<file path="config.mk">
export PLATFORM = sky130hd
export DESIGN_NAME = logic_dispatch_flat
export DESIGN_NICKNAME = d
export VERILOG_FILES = /design/src/rtl/logic_dispatch_if.sv /design/src/rtl/logic_dispatch.sv /design/src/flat_wrapper.sv
export SDC_FILE = /design/constraint.sdc
export NUM_CORES = 1
export LEC_CHECK = 0
export BUFFER_PORTS_ARGS = -buffer_cell sky130_fd_sc_hd__buf_4
export CORE_MARGIN = 3
export CORE_UTILIZATION = 48
export CTS_CLUSTER_DIAMETER = 200
export DETAILED_ROUTE_END_ITERATION = 6
export GPL_ROUTABILITY_DRIVEN = 0
export HOLD_SLACK_MARGIN = 0.02
export PLACE_DENSITY_LB_ADDON = 0.2
export SLEW_MARGIN = 20
export SYNTH_ARGS = -nofsm -noshare
export SYNTH_HDL_FRONTEND = slang
export SYNTH_SLANG_ARGS = --single-unit
</file>
<file path="constraint.sdc">
create_clock -name clk -period 1.3 [get_ports clk]
set_input_delay 0.39 -clock clk [delete_from_list [all_inputs] [get_ports clk]]
set_output_delay 0.39 -clock clk [all_outputs]
set_load 0.005 [all_outputs]
</file>
<file path="src/rtl/logic_dispatch_if.sv">
// Operation handshake bundle for logic_dispatch: upstream op offer and the registered
// controls/operands presented downstream. err exists only with LOGIC_DISPATCH_ILLEGAL_EN.
interface logic_dispatch_if #(
    parameter int WIDTH = 8
) ();
    logic             in_valid;
    logic             in_ready;
    logic [2:0]       in_op;
    logic [WIDTH-1:0] in_a;
    logic [WIDTH-1:0] in_b;
    logic             out_valid;
    logic             out_ready;
    logic             c_and;
    logic             c_or;
    logic             c_xor;
    logic             c_inv;
    logic [WIDTH-1:0] a;
    logic [WIDTH-1:0] b;
`ifdef LOGIC_DISPATCH_ILLEGAL_EN
    logic             err;

    modport slave (
        input  in_valid, in_op, in_a, in_b, out_ready,
        output in_ready, out_valid, c_and, c_or, c_xor, c_inv, a, b, err
    );
    modport master (
        output in_valid, in_op, in_a, in_b, out_ready,
        input  in_ready, out_valid, c_and, c_or, c_xor, c_inv, a, b, err
    );
`else
    modport slave (
        input  in_valid, in_op, in_a, in_b, out_ready,
        output in_ready, out_valid, c_and, c_or, c_xor, c_inv, a, b
    );
    modport master (
        output in_valid, in_op, in_a, in_b, out_ready,
        input  in_ready, out_valid, c_and, c_or, c_xor, c_inv, a, b
    );
`endif
endinterface

</file>
<file path="src/rtl/logic_dispatch.sv">
// Decodes logic opcodes into one-hot function selects behind an OUT register plus skid slot.
// Optional macro LOGIC_DISPATCH_ILLEGAL_EN: ops 6/7 are swallowed and raise a sticky err.
module logic_dispatch #(
    parameter int WIDTH = 8
) (
    input  logic                  clk,
    input  logic                  rst_n,
    logic_dispatch_if.slave       bus,
    output logic                  skid_full
);
    // Handshake: a beat moves when valid && ready on the same rising edge; valid never
    // waits on ready, and in_ready is a pure flop output (no path from out_ready).
    typedef struct packed {
        logic             c_and;
        logic             c_or;
        logic             c_xor;
        logic             c_inv;
        logic [WIDTH-1:0] a;
        logic [WIDTH-1:0] b;
    } payload_t;

    payload_t out_q, skid_q, in_pl;
    logic     out_valid_q, skid_full_q, in_ready_q;
    logic     out_valid_d, skid_full_d;
    logic     accept, drain, fwd;
    logic     load_out_in, load_out_skid, load_skid;

    always_comb begin
        in_pl   = '0;
        in_pl.a = bus.in_a;
        in_pl.b = bus.in_b;
        case (bus.in_op)
            3'd0: in_pl.c_and = 1'b1;
            3'd1: in_pl.c_or  = 1'b1;
            3'd2: in_pl.c_xor = 1'b1;
            3'd3: begin in_pl.c_and = 1'b1; in_pl.c_inv = 1'b1; end
            3'd4: begin in_pl.c_or  = 1'b1; in_pl.c_inv = 1'b1; end
            3'd5: begin in_pl.c_xor = 1'b1; in_pl.c_inv = 1'b1; end
            default: ;
        endcase
    end

    assign accept = bus.in_valid && in_ready_q;
    assign drain  = out_valid_q && bus.out_ready;

`ifdef LOGIC_DISPATCH_ILLEGAL_EN
    logic illegal;
    logic err_q;
    assign illegal = bus.in_op[2] && bus.in_op[1];
    assign fwd     = accept && !illegal;

    always_ff @(posedge clk or negedge rst_n) begin
        if (!rst_n)                 err_q <= 1'b0;
        else if (accept && illegal) err_q <= 1'b1;
    end
    assign bus.err = err_q;
`else
    assign fwd = accept;
`endif

    always_comb begin
        out_valid_d   = out_valid_q;
        skid_full_d   = skid_full_q;
        load_out_in   = 1'b0;
        load_out_skid = 1'b0;
        load_skid     = 1'b0;
        if (skid_full_q) begin
            // in_ready is low here, so only the skid-to-OUT move can happen
            if (drain) begin
                load_out_skid = 1'b1;
                skid_full_d   = 1'b0;
            end
        end else if (fwd) begin
            if (!out_valid_q || drain) begin
                load_out_in = 1'b1;
                out_valid_d = 1'b1;
            end else begin
                load_skid   = 1'b1;
                skid_full_d = 1'b1;
            end
        end else if (drain) begin
            out_valid_d = 1'b0;
        end
    end

    always_ff @(posedge clk or negedge rst_n) begin
        if (!rst_n) begin
            out_valid_q <= 1'b0;
            skid_full_q <= 1'b0;
            in_ready_q  <= 1'b0;
            out_q       <= '0;
            skid_q      <= '0;
        end else begin
            out_valid_q <= out_valid_d;
            skid_full_q <= skid_full_d;
            in_ready_q  <= !skid_full_d;
            if (load_out_in)        out_q <= in_pl;
            else if (load_out_skid) out_q <= skid_q;
            if (load_skid)          skid_q <= in_pl;
        end
    end

    assign bus.in_ready  = in_ready_q;
    assign bus.out_valid = out_valid_q;
    assign bus.c_and     = out_q.c_and;
    assign bus.c_or      = out_q.c_or;
    assign bus.c_xor     = out_q.c_xor;
    assign bus.c_inv     = out_q.c_inv;
    assign bus.a         = out_q.a;
    assign bus.b         = out_q.b;
    assign skid_full     = skid_full_q;
endmodule

</file>
<file path="src/flat_wrapper.sv">
// flat-port wrapper written by rule: the top's interface ports become plain ports
module logic_dispatch_flat 
#(
    parameter int WIDTH = 8
)
  (clk, rst_n, skid_full, bus_in_valid, bus_in_op, bus_in_a, bus_in_b, bus_out_ready, bus_in_ready, bus_out_valid, bus_c_and, bus_c_or, bus_c_xor, bus_c_inv, bus_a, bus_b);
  logic_dispatch_if #(.WIDTH(WIDTH)) bus_i ();
  input  logic clk;
  input  logic rst_n;
  output logic skid_full;
  input wire logic [$bits(bus_i.in_valid)-1:0] bus_in_valid;
  input wire logic [$bits(bus_i.in_op)-1:0] bus_in_op;
  input wire logic [$bits(bus_i.in_a)-1:0] bus_in_a;
  input wire logic [$bits(bus_i.in_b)-1:0] bus_in_b;
  input wire logic [$bits(bus_i.out_ready)-1:0] bus_out_ready;
  output wire logic [$bits(bus_i.in_ready)-1:0] bus_in_ready;
  output wire logic [$bits(bus_i.out_valid)-1:0] bus_out_valid;
  output wire logic [$bits(bus_i.c_and)-1:0] bus_c_and;
  output wire logic [$bits(bus_i.c_or)-1:0] bus_c_or;
  output wire logic [$bits(bus_i.c_xor)-1:0] bus_c_xor;
  output wire logic [$bits(bus_i.c_inv)-1:0] bus_c_inv;
  output wire logic [$bits(bus_i.a)-1:0] bus_a;
  output wire logic [$bits(bus_i.b)-1:0] bus_b;
  assign bus_i.in_valid = bus_in_valid;
  assign bus_i.in_op = bus_in_op;
  assign bus_i.in_a = bus_in_a;
  assign bus_i.in_b = bus_in_b;
  assign bus_i.out_ready = bus_out_ready;
  assign bus_in_ready = bus_i.in_ready;
  assign bus_out_valid = bus_i.out_valid;
  assign bus_c_and = bus_i.c_and;
  assign bus_c_or = bus_i.c_or;
  assign bus_c_xor = bus_i.c_xor;
  assign bus_c_inv = bus_i.c_inv;
  assign bus_a = bus_i.a;
  assign bus_b = bus_i.b;
  logic_dispatch #(.WIDTH(WIDTH)) u_core (.clk(clk), .rst_n(rst_n), .bus(bus_i), .skid_full(skid_full));
endmodule
</file>
# Word level (Yosys, flattened, before mapping)

Index checks and enable logic that the tools add are counted.

Register bits after elaboration: 43
Latch bits: 0
Memory bits (writable): 0
Memory bits (read-only): 0
Input bits: 23
Memories: 0

Add/subtract/negate cells: 0
$mul: 0
Div/mod/pow operators: 0
$lt $le $gt $ge: 0
Equal/unequal tests: 6
Shifts and indexed selects: 0
Mux-type cells: 19
Bitwise logic cells: 1
Reductions and logical operators: 13

Operators by type and width:

| cell                                                            | number |
|---|---|
| 20-bit 2-to-1 mux                                               | 2 |
| 1-bit 2-to-1 mux                                                | 17 |
| 3-bit by 2-bit == test with 1-bit output, second input constant | 2 |
| 3-bit == test, second input constant                            | 2 |
| 2-bit OR reduction                                              | 3 |
| 2-bit nonzero test                                              | 2 |
| 3-bit by 1-bit == test with 1-bit output, second input constant | 1 |
| 3-bit zero test                                                 | 1 |
| 3-bit AND reduction                                             | 1 |
| 3-bit OR reduction                                              | 1 |
| 1-bit logical AND                                               | 2 |
| 1-bit zero test                                                 | 2 |
| 2-bit inequality test, second input constant                    | 1 |
| 1-bit logical OR                                                | 1 |
| 1-bit inverter                                                  | 1 |

# Depth between registers and ports, before layout

Gate-level depths: netlist (run 1).

Depth in word-level cells: 6
Gate-level depth with buffers: 5
Depth with buffers taken out: 3

# Worst setup path before layout (run 1)

No wires, ideal clock.

Path type: reg-to-reg
From: reg u_core.skid_full_q (netlist: u_core.skid_full)
To: reg u_core.skid_q[0] in the netlist's numbering
Library setup time: 0.125 ns
Data arrival time: 1.326 ns
Setup slack: -0.151 ns
Stages on the path, launching flop included: 5
Buffers on the path: 1
Clock period less this slack: 1.451 ns
Cell sequence: dfrtp_1 > nand3b_4 > nor2_8 > buf_6 > mux2_2

Longest elaborated chain between the ends: 1

Ends and longest elaborated chain:

| element                | RTL line             | RTL |
|---|---|---|
| start, declared        | logic_dispatch.sv:23 | `logic out_valid_q, skid_full_q, in_ready_q;` |
| start signal, assigned | logic_dispatch.sv:95 | `skid_full_q <= skid_full_d;` |
| 1-bit 2-to-1 mux       | logic_dispatch.sv:67 | `if (skid_full_q) begin` |
| end signal, assigned   | logic_dispatch.sv:99 | `if (load_skid) skid_q <= in_pl;` |
| end, declared          | logic_dispatch.sv:22 | `payload_t out_q, skid_q, in_pl;` |

Every way passes these cells.
A chain may end at the register's enable or synchronous reset.

# Final worst setup path (run 1)

From: reg u_core.skid_full_q (netlist: u_core.skid_full)
To: reg u_core.out_q, in the netlist u_core.bus.a[7]

Longest elaborated chain between the ends: 2
Elaborated cells between the ends (all ways): 4

Ends and longest elaborated chain:

| element                                                        | RTL line             | RTL |
|---|---|---|
| 1-bit 2-to-1 mux                                               | logic_dispatch.sv:67 |  |
| 20-bit 2-to-1 mux / 2-bit nonzero test (equally long branches) | n/a                  |  |
| end signal, assigned                                           | logic_dispatch.sv:97 | `if (load_out_in) out_q <= in_pl;` |
| end signal, assigned                                           | logic_dispatch.sv:98 | `else if (load_out_skid) out_q <= skid_q;` |
| end, declared                                                  | logic_dispatch.sv:22 |  |

Parallel ways exist; a longest one is shown, timed or not.

==> summary.md, run 1 <==
| Metric | Value |
|---|---|
| Outcome | complete, but fails checks |
| Failing checks | negative setup slack |
| Cell Area, Synth | 2098 um^2 |
| Syn avg cell area | 16.02 um^2 |
| Critical-path top delay cell | dfrtp_2 |
| Post-DRT Antenna Nets | 0 |
| R2r setup slk | -0.10 ns |
| Largest area contributor in the netlist | dfrtp_1 |
| Worst setup path start | u_core.skid_full$_DFF_PN0_ |
| CORE AREA | 4115 um^2 |
| Worst Tran Pin Value | 0.5426 ns |
| Final Hold Fails | 0 |
| Yosys cell types | 20 |
| Post-layout power | 6676 uW |
| Syn Nets | 154 |
| Nets | 217 |
| EDFF count, synth | 0 |
| Layout cells sized above 1 | 0.6615 |
| Max Clock Skew | 0.007836 ns |
| Largest net degree at the start of global routing | 44 |
| Ports | 46 |
| RSZ-0062 raised after global routing | yes |
| Pwr per Cell Area | 2343 nW/um^2 |
| Class of the worst hold path | in2async |
| Reg area | 1077 um^2 |
| First-pass GRT wire length | 7113 um |
| Max Cap Viol | 0 |
| Drt total wl | 4293 um |
| Clock sink count | 43 |
| TritonRoute pass-1 iters | 4 |
| Ant diodes | 0 |
| Clk pin slew, worst setup/hold paths | 0.08 ns |
| Maximum net fanout on the critical path | 9 |
| Most common cell in the synthesized netlist | dfrtp_1 |
| Post-DP Area | 2648 um^2 |
| Kind of critical path | reg2reg |
| Asr flop ratio synth | 1.000 |
| Final Max Slew Viols | 0 |
| Most common library cells after synthesis | 43 x dfrtp_1, 34 x mux2_4, 18 x mux2_2 |
| Max incr delay on CP | 0.44 ns |
| Dpl hpwl | 3056 um |
| Cell count after synthesis | 131 |
| Port bufs | 45 |
| CTS tree | done |
| Die span in x | 72.12 um |
| Iter 0 DRT Violations | 42 |
| Worst IR drop on VDD | 1.273 mV |
| Num rows | 23 |
| Total negative setup slack | -2.438 ns |
| Routed WL per cell | 17.52 um |
| Htree depth | 2 |
| Static Leak | 0.001498 uW |
| Routed via count | 1274 |
| CP required | 1.48 ns |
| Clock insertion delay at the later pin of the skew report | 0.30 ns |
| Bufs on Longest Clock Path | 2 |
| Worst R2R End | u_core.bus.a[7]$_DFFE_PN0P_ |
| Setup-failing EPs final | 38 |
| Antenna violations before repair | 0 |
| YS warnings | 0 |
| R2R depth | 4 |
| Vias per cell | 5.200 |
| Critical path launch point type | register |
| Max-slew headroom | 0.6383 |
| Synth top area cells | dfrtp_1 51%, mux2_4 24%, mux2_2 9.7% |
| Yosys top cell area share | 0.5128 |
| Fin crit share | 1.079 |
| Worst EP arrival | 1.58 ns |
| Gr usage total | 0.1787 |
| Fin crit period | 1.402 ns |
| Vias in the first global route | 1454 |
| Sequential area share after synthesis | 0.5128 |
| Chip height | 72.12 um |
| CTS Buf Count | 5 |
| Starting Density | 0.5099 |
| Drt drc | 0 |
| Synth Flop Type | dfrtp_1 |
| Fmax | 0.7131 GHz |
| Clock root buffer | clkbuf_8 |
| Die area | 5201 um^2 |
| Element type at the critical path end | register |
| Area growth from synthesis to layout | 35.78% |
| R2r startpoint | u_core.skid_full$_DFF_PN0_ |
| Grt total ovfl | 0 |
| FILL cells | 284 |
| Worst path cell trace | nand3b_4 > nand2b_4 > buf_12 > mux2_4 |
| Synthesized flop and latch total | 43 |
| Setup ws final | -0.1023 ns |
| Design area | 2849 um^2 |
| Multi-input gate area | 1033 um^2 |
==> per-layer routing <==
metal	vias up	wire, um	global-route usage
li1	588	-	-
met4	0	77	0.06889
met1	648	1741	0.2118
met2	29	2288	0.3134
met5	-	0	0
met3	9	185	0.04017
==> flip-flops by register name, indices dropped and copies added, names as in the netlist <==
name,cells
u_core.skid_q,20
u_core.bus.a,8
u_core.bus.b,8
u_core.bus.c_and,1
u_core.bus.c_inv,1
u_core.bus.c_or,1
u_core.bus.c_xor,1
u_core.bus.in_ready,1
u_core.bus.out_valid,1
u_core.skid_full,1
==> logic make-up (layout without fill, tap and decap cells) <==
family                 count (synthesis)  count (layout)  share of synthesized area
multiplexers                          58              58                     0.3685
flip-flops                            43              43                     0.5128
AND/OR/NAND/NOR                       11              11                    0.04890
AO/OA/AOI/OAI                         10              10                    0.02922
buffers and inverters                  7              71                    0.03220
XOR/XNOR                               2               2                   0.008350
==> stage by stage <==
step	util	hold WS (ns)	setup slack (ns)	cells
6_report	0.6923	0.06723	-0.1023	245
5_1_grt	0.6923	0.1064	-0.1417	245
4_1_cts	0.6893	0.09071	-0.1113	245
3_5_place_dp	0.6434	0.4167	-0.1957	235
3_3_place_gp	0.6434	0.4040	-0.1633	235
2_1_floorplan	-	0.09441	-0.1129	131
==> where the power goes <==
part	switching, uW	internal [uW]
logic	959	2190
clock network	455	622
registers	434	2020
==> cells in the final DEF (no fill, tap or decap), types with 2 or more instances in the layout <==
cell and count:
a21oi_1 2, buf_12 5, buf_4 51, buf_6 5
clkbuf_8 6, dfrtp_1 42, mux2_4 51, mux2i_1 6
nand2_1 2, nand2b_1 2, nand2b_4 2, nor2b_1 2
o21ai_0 3, o31ai_1 3
==> how the worst max path moves through the flow <==
stage,cells after the start,end,slack (ns)
2_1_floorplan,4,u_core.skid_q[0]$_DFFE_PN0P_,-0.11
3_5_place_dp,5,u_core.bus.b[4]$_DFFE_PN0P_,-0.20
5_1_grt,4,u_core.bus.b[4]$_DFFE_PN0P_,-0.14
6_report,4,u_core.bus.a[7]$_DFFE_PN0P_,-0.10
4_1_cts,4,u_core.bus.b[4]$_DFFE_PN0P_,-0.11
3_3_place_gp,5,u_core.skid_q[3]$_DFFE_PN0P_,-0.16
==> critical path, delay by kind of cell, from the launching register on <==
kind	cells	cell delay, ns
DFF	1	0.44
and+or+nand+nor	2	0.40
muxes	1	0.30
buffers and inverters	1	0.15
==> area by class of cell <==
type	instances	share of cell area
Sequential cell	43	0.3781
Clock buffer	6	0.02899
Clock inverter	2	0.01230
Timing Repair Buffer	62	0.1946
Inverter	1	0.001318
Tap cell	50	0.02196
Multi-Input combinational cell	81	0.3628
==> repair_timing <==
action	4_1_cts	5_1_grt
setup endpoints to repair	38	39
gates cloned	0	0
resized for setup	15	4
hold buffers	0	0
buffers inserted	2	0
(Power assumes the default switching activity.)
==> run 2: changes to the inputs <==
--- a/config.mk
+++ b/config.mk
@@ -6,8 +6,10 @@
 export NUM_CORES = 1
 export LEC_CHECK = 0
 export BUFFER_PORTS_ARGS = -buffer_cell sky130_fd_sc_hd__buf_4
+export CELL_PAD_IN_SITES_DETAIL_PLACEMENT = 0
+export CELL_PAD_IN_SITES_GLOBAL_PLACEMENT = 1
 export CORE_MARGIN = 3
-export CORE_UTILIZATION = 48
+export CORE_UTILIZATION = 40
 export CTS_CLUSTER_DIAMETER = 200
 export DETAILED_ROUTE_END_ITERATION = 6
 export GPL_ROUTABILITY_DRIVEN = 0
==> constraint.sdc (replaced) <==
create_clock -name clk -period 1.2 [get_ports clk]
set_input_delay 0.36 -clock clk [delete_from_list [all_inputs] [get_ports clk]]
set_output_delay 0.36 -clock clk [all_outputs]
set_load 0.005 [all_outputs]
==> summary.md, run 2 (synthesized netlist as in run 1, its figures left out) <==
| Metric | Value |
|---|---|
| Clk pin slew, worst setup/hold paths | 0.08 ns |
| Placed cell count | 258 |
| Port bufs | 45 |
| Drt total wl | 4408 um |
| R2r startpoint | u_core.bus.out_valid$_DFFE_PN0P_ |
| TritonRoute pass-1 iters | 2 |
| Iter 0 DRT Violations | 41 |
| Post-DRT Antenna Nets | 0 |
| Vias in the first global route | 1484 |
| Clock root buffer | clkbuf_8 |
| Clock sink count | 43 |
| Static Leak | 0.001588 uW |
| Largest net degree at the start of global routing | 44 |
| Bufs on Longest Clock Path | 2 |
| Seq pwr share | 0.360 |
| Gr usage total | 0.1564 |
| Die span in x | 78.43 um |
| R2R depth | 4 |
| Worst EP arrival | 1.59 ns |
| Clk pwr share | 0.110 |
| Area growth from synthesis to layout | 45.26% |
| Routed via count | 1333 |
| Chip height | 78.43 um |
| Drt drc | 0 |
| Final Max Slew Viols | 0 |
| Kind of critical path | reg2reg |
| R2r setup slk | -0.22 ns |
| Largest register FFs | 20 |
| Largest register by flop count | u_core.skid_q |
| Setup-failing EPs final | 40 |
| Clock insertion delay at the later pin of the skew report | 0.29 ns |
| FILL cells | 405 |
| CTS Buf Count | 5 |
| Final Hold Fails | 0 |
| Fmax | 0.7039 GHz |
| Max Cap Viol | 0 |
| Layout cells sized above 1 | 0.7123 |
| Failing checks | negative setup slack |
| RSZ-0062 raised after global routing | yes |
| Max Clock Skew | 0.01004 ns |
| Met1 Usage GRT | 0.1745 |
| Most frequent cells in the layout | 61 x buf_4, 51 x mux2_4, 41 x dfrtp_1, 12 x buf_6, 7 x buf_12 |
| First-pass GRT wire length | 7403 um |
| Setup ws final | -0.2206 ns |
| Switch Pwr | 2056 uW |
| Ports | 46 |
| Htree depth | 2 |
| Dpl hpwl | 3160 um |
| Fin crit period | 1.421 ns |
| Element type at the critical path end | register |
| Pwr per Cell Area | 2435 nW/um^2 |
| Max-slew headroom | 0.8306 |
| CTS tree | done |
| Most used routing layer in global routing | met2 |
| Final Instance Count excl. Fillers | 279 |
| CP required | 1.37 ns |
| Die area | 6150 um^2 |
| Worst R2R End | u_core.bus.a[6]$_DFFE_PN0P_ |
| Worst IR drop on VDD | 1.100 mV |
| Routed WL per cell | 15.80 um |
| Class of the worst hold path | in2async |
| Total negative setup slack | -7.548 ns |
| Switching share of total power | 0.2771 |
| Most common cell after layout, fill and taps aside | buf_4 |
| Vias per cell | 4.778 |
| Combinational Power Share | 0.530 |
| Starting Density | 0.4300 |
| Fin crit share | 1.184 |
| Num rows | 25 |
| Met3 usage | 0.04014 |
| Ant diodes | 0 |
| Maximum net fanout on the critical path | 10 |
| Antenna violations before repair | 0 |
| Cell-internal power | 5364 uW |
| Critical path launch point type | register |
| Grt total ovfl | 0 |
| CORE AREA | 4880 um^2 |
| Nets | 236 |
| Met2 Use GR | 0.2851 |
| Worst Tran Pin Value | 0.2542 ns |
| Outcome | complete, but fails checks |
run 2: timing repair:
| item | 4_1_cts | 5_1_grt |
|---|---|---|
| pin swaps | 3 | 3 |
| hold buffers | 0 | 0 |
| hold endpoints to repair | 0 | 0 |
| setup endpoints to repair | 46 | 60 |
| resized for setup | 15 | 22 |
| setup buffers | 2 | 15 |
run 2: layer usage:
layer	wire length, um	vias to the layer above	share of wire
met3	189	8	0.043
met4	69	0	0.016
met5	0	-	0
li1	-	624	-
met2	2451	25	0.56
met1	1698	676	0.39
run 2: per-stage QoR:
step                        util  setup slack (ns)  area (um^2)  hold WS, ns  total power (uW)
final                     0.6246           -0.2206         3048      0.01073              7420
after CTS                 0.5862           -0.2349         2860      0.02097              6964
after floorplan                -           -0.2129         2132      0.06441              4608
after global routing      0.6246           -0.2551         3048      0.02232              7896
after global placement    0.5597           -0.3519         2731       0.3328              5759
after detailed placement  0.5597           -0.4059         2731       0.3371              5924
run 2: power by group through the flow:
stage	Clock, uW	Sequential, uW	Combinational, uW
finish	818	2670	3930
global route	927	2770	4200
CTS	863	2630	3470
detailed placement	0	2640	3280
global placement	0	2590	3160
floorplan	0	2580	2030
run 2: area by class of cell:
cell class / count / area (um^2) / area share
Clock buffer: 6 / 72.57 / 0.02381
Timing Repair Buffer: 81 / 748.2 / 0.2455
Sequential cell: 43 / 1079 / 0.3539
Inverter: 1 / 3.754 / 0.001232
Tap cell: 67 / 83.83 / 0.02750
Multi-Input combinational cell: 81 / 1061 / 0.3481
run 2: critical path: stages (launching register included):
cell	delay (ns)
dfrtp_2	0.45
nand3_4	0.13
buf_12	0.15
mux2_4	0.30
mux2_4	0.26
run 2: how the worst max path moves through the flow:
stage	end	cells after the start	start	slack, ns
2_1_floorplan	u_core.skid_q[0]$_DFFE_PN0P_	4	u_core.skid_full$_DFF_PN0_	-0.21
3_3_place_gp	u_core.skid_q[12]$_DFFE_PN0P_	5	bus_out_ready	-0.35
3_5_place_dp	u_core.skid_q[12]$_DFFE_PN0P_	5	bus_out_ready	-0.41
4_1_cts	u_core.bus.b[3]$_DFFE_PN0P_	4	u_core.skid_full$_DFF_PN0_	-0.23
5_1_grt	u_core.bus.a[7]$_DFFE_PN0P_	4	u_core.bus.out_valid$_DFFE_PN0P_	-0.26
6_report	u_core.bus.a[6]$_DFFE_PN0P_	4	u_core.bus.out_valid$_DFFE_PN0P_	-0.22
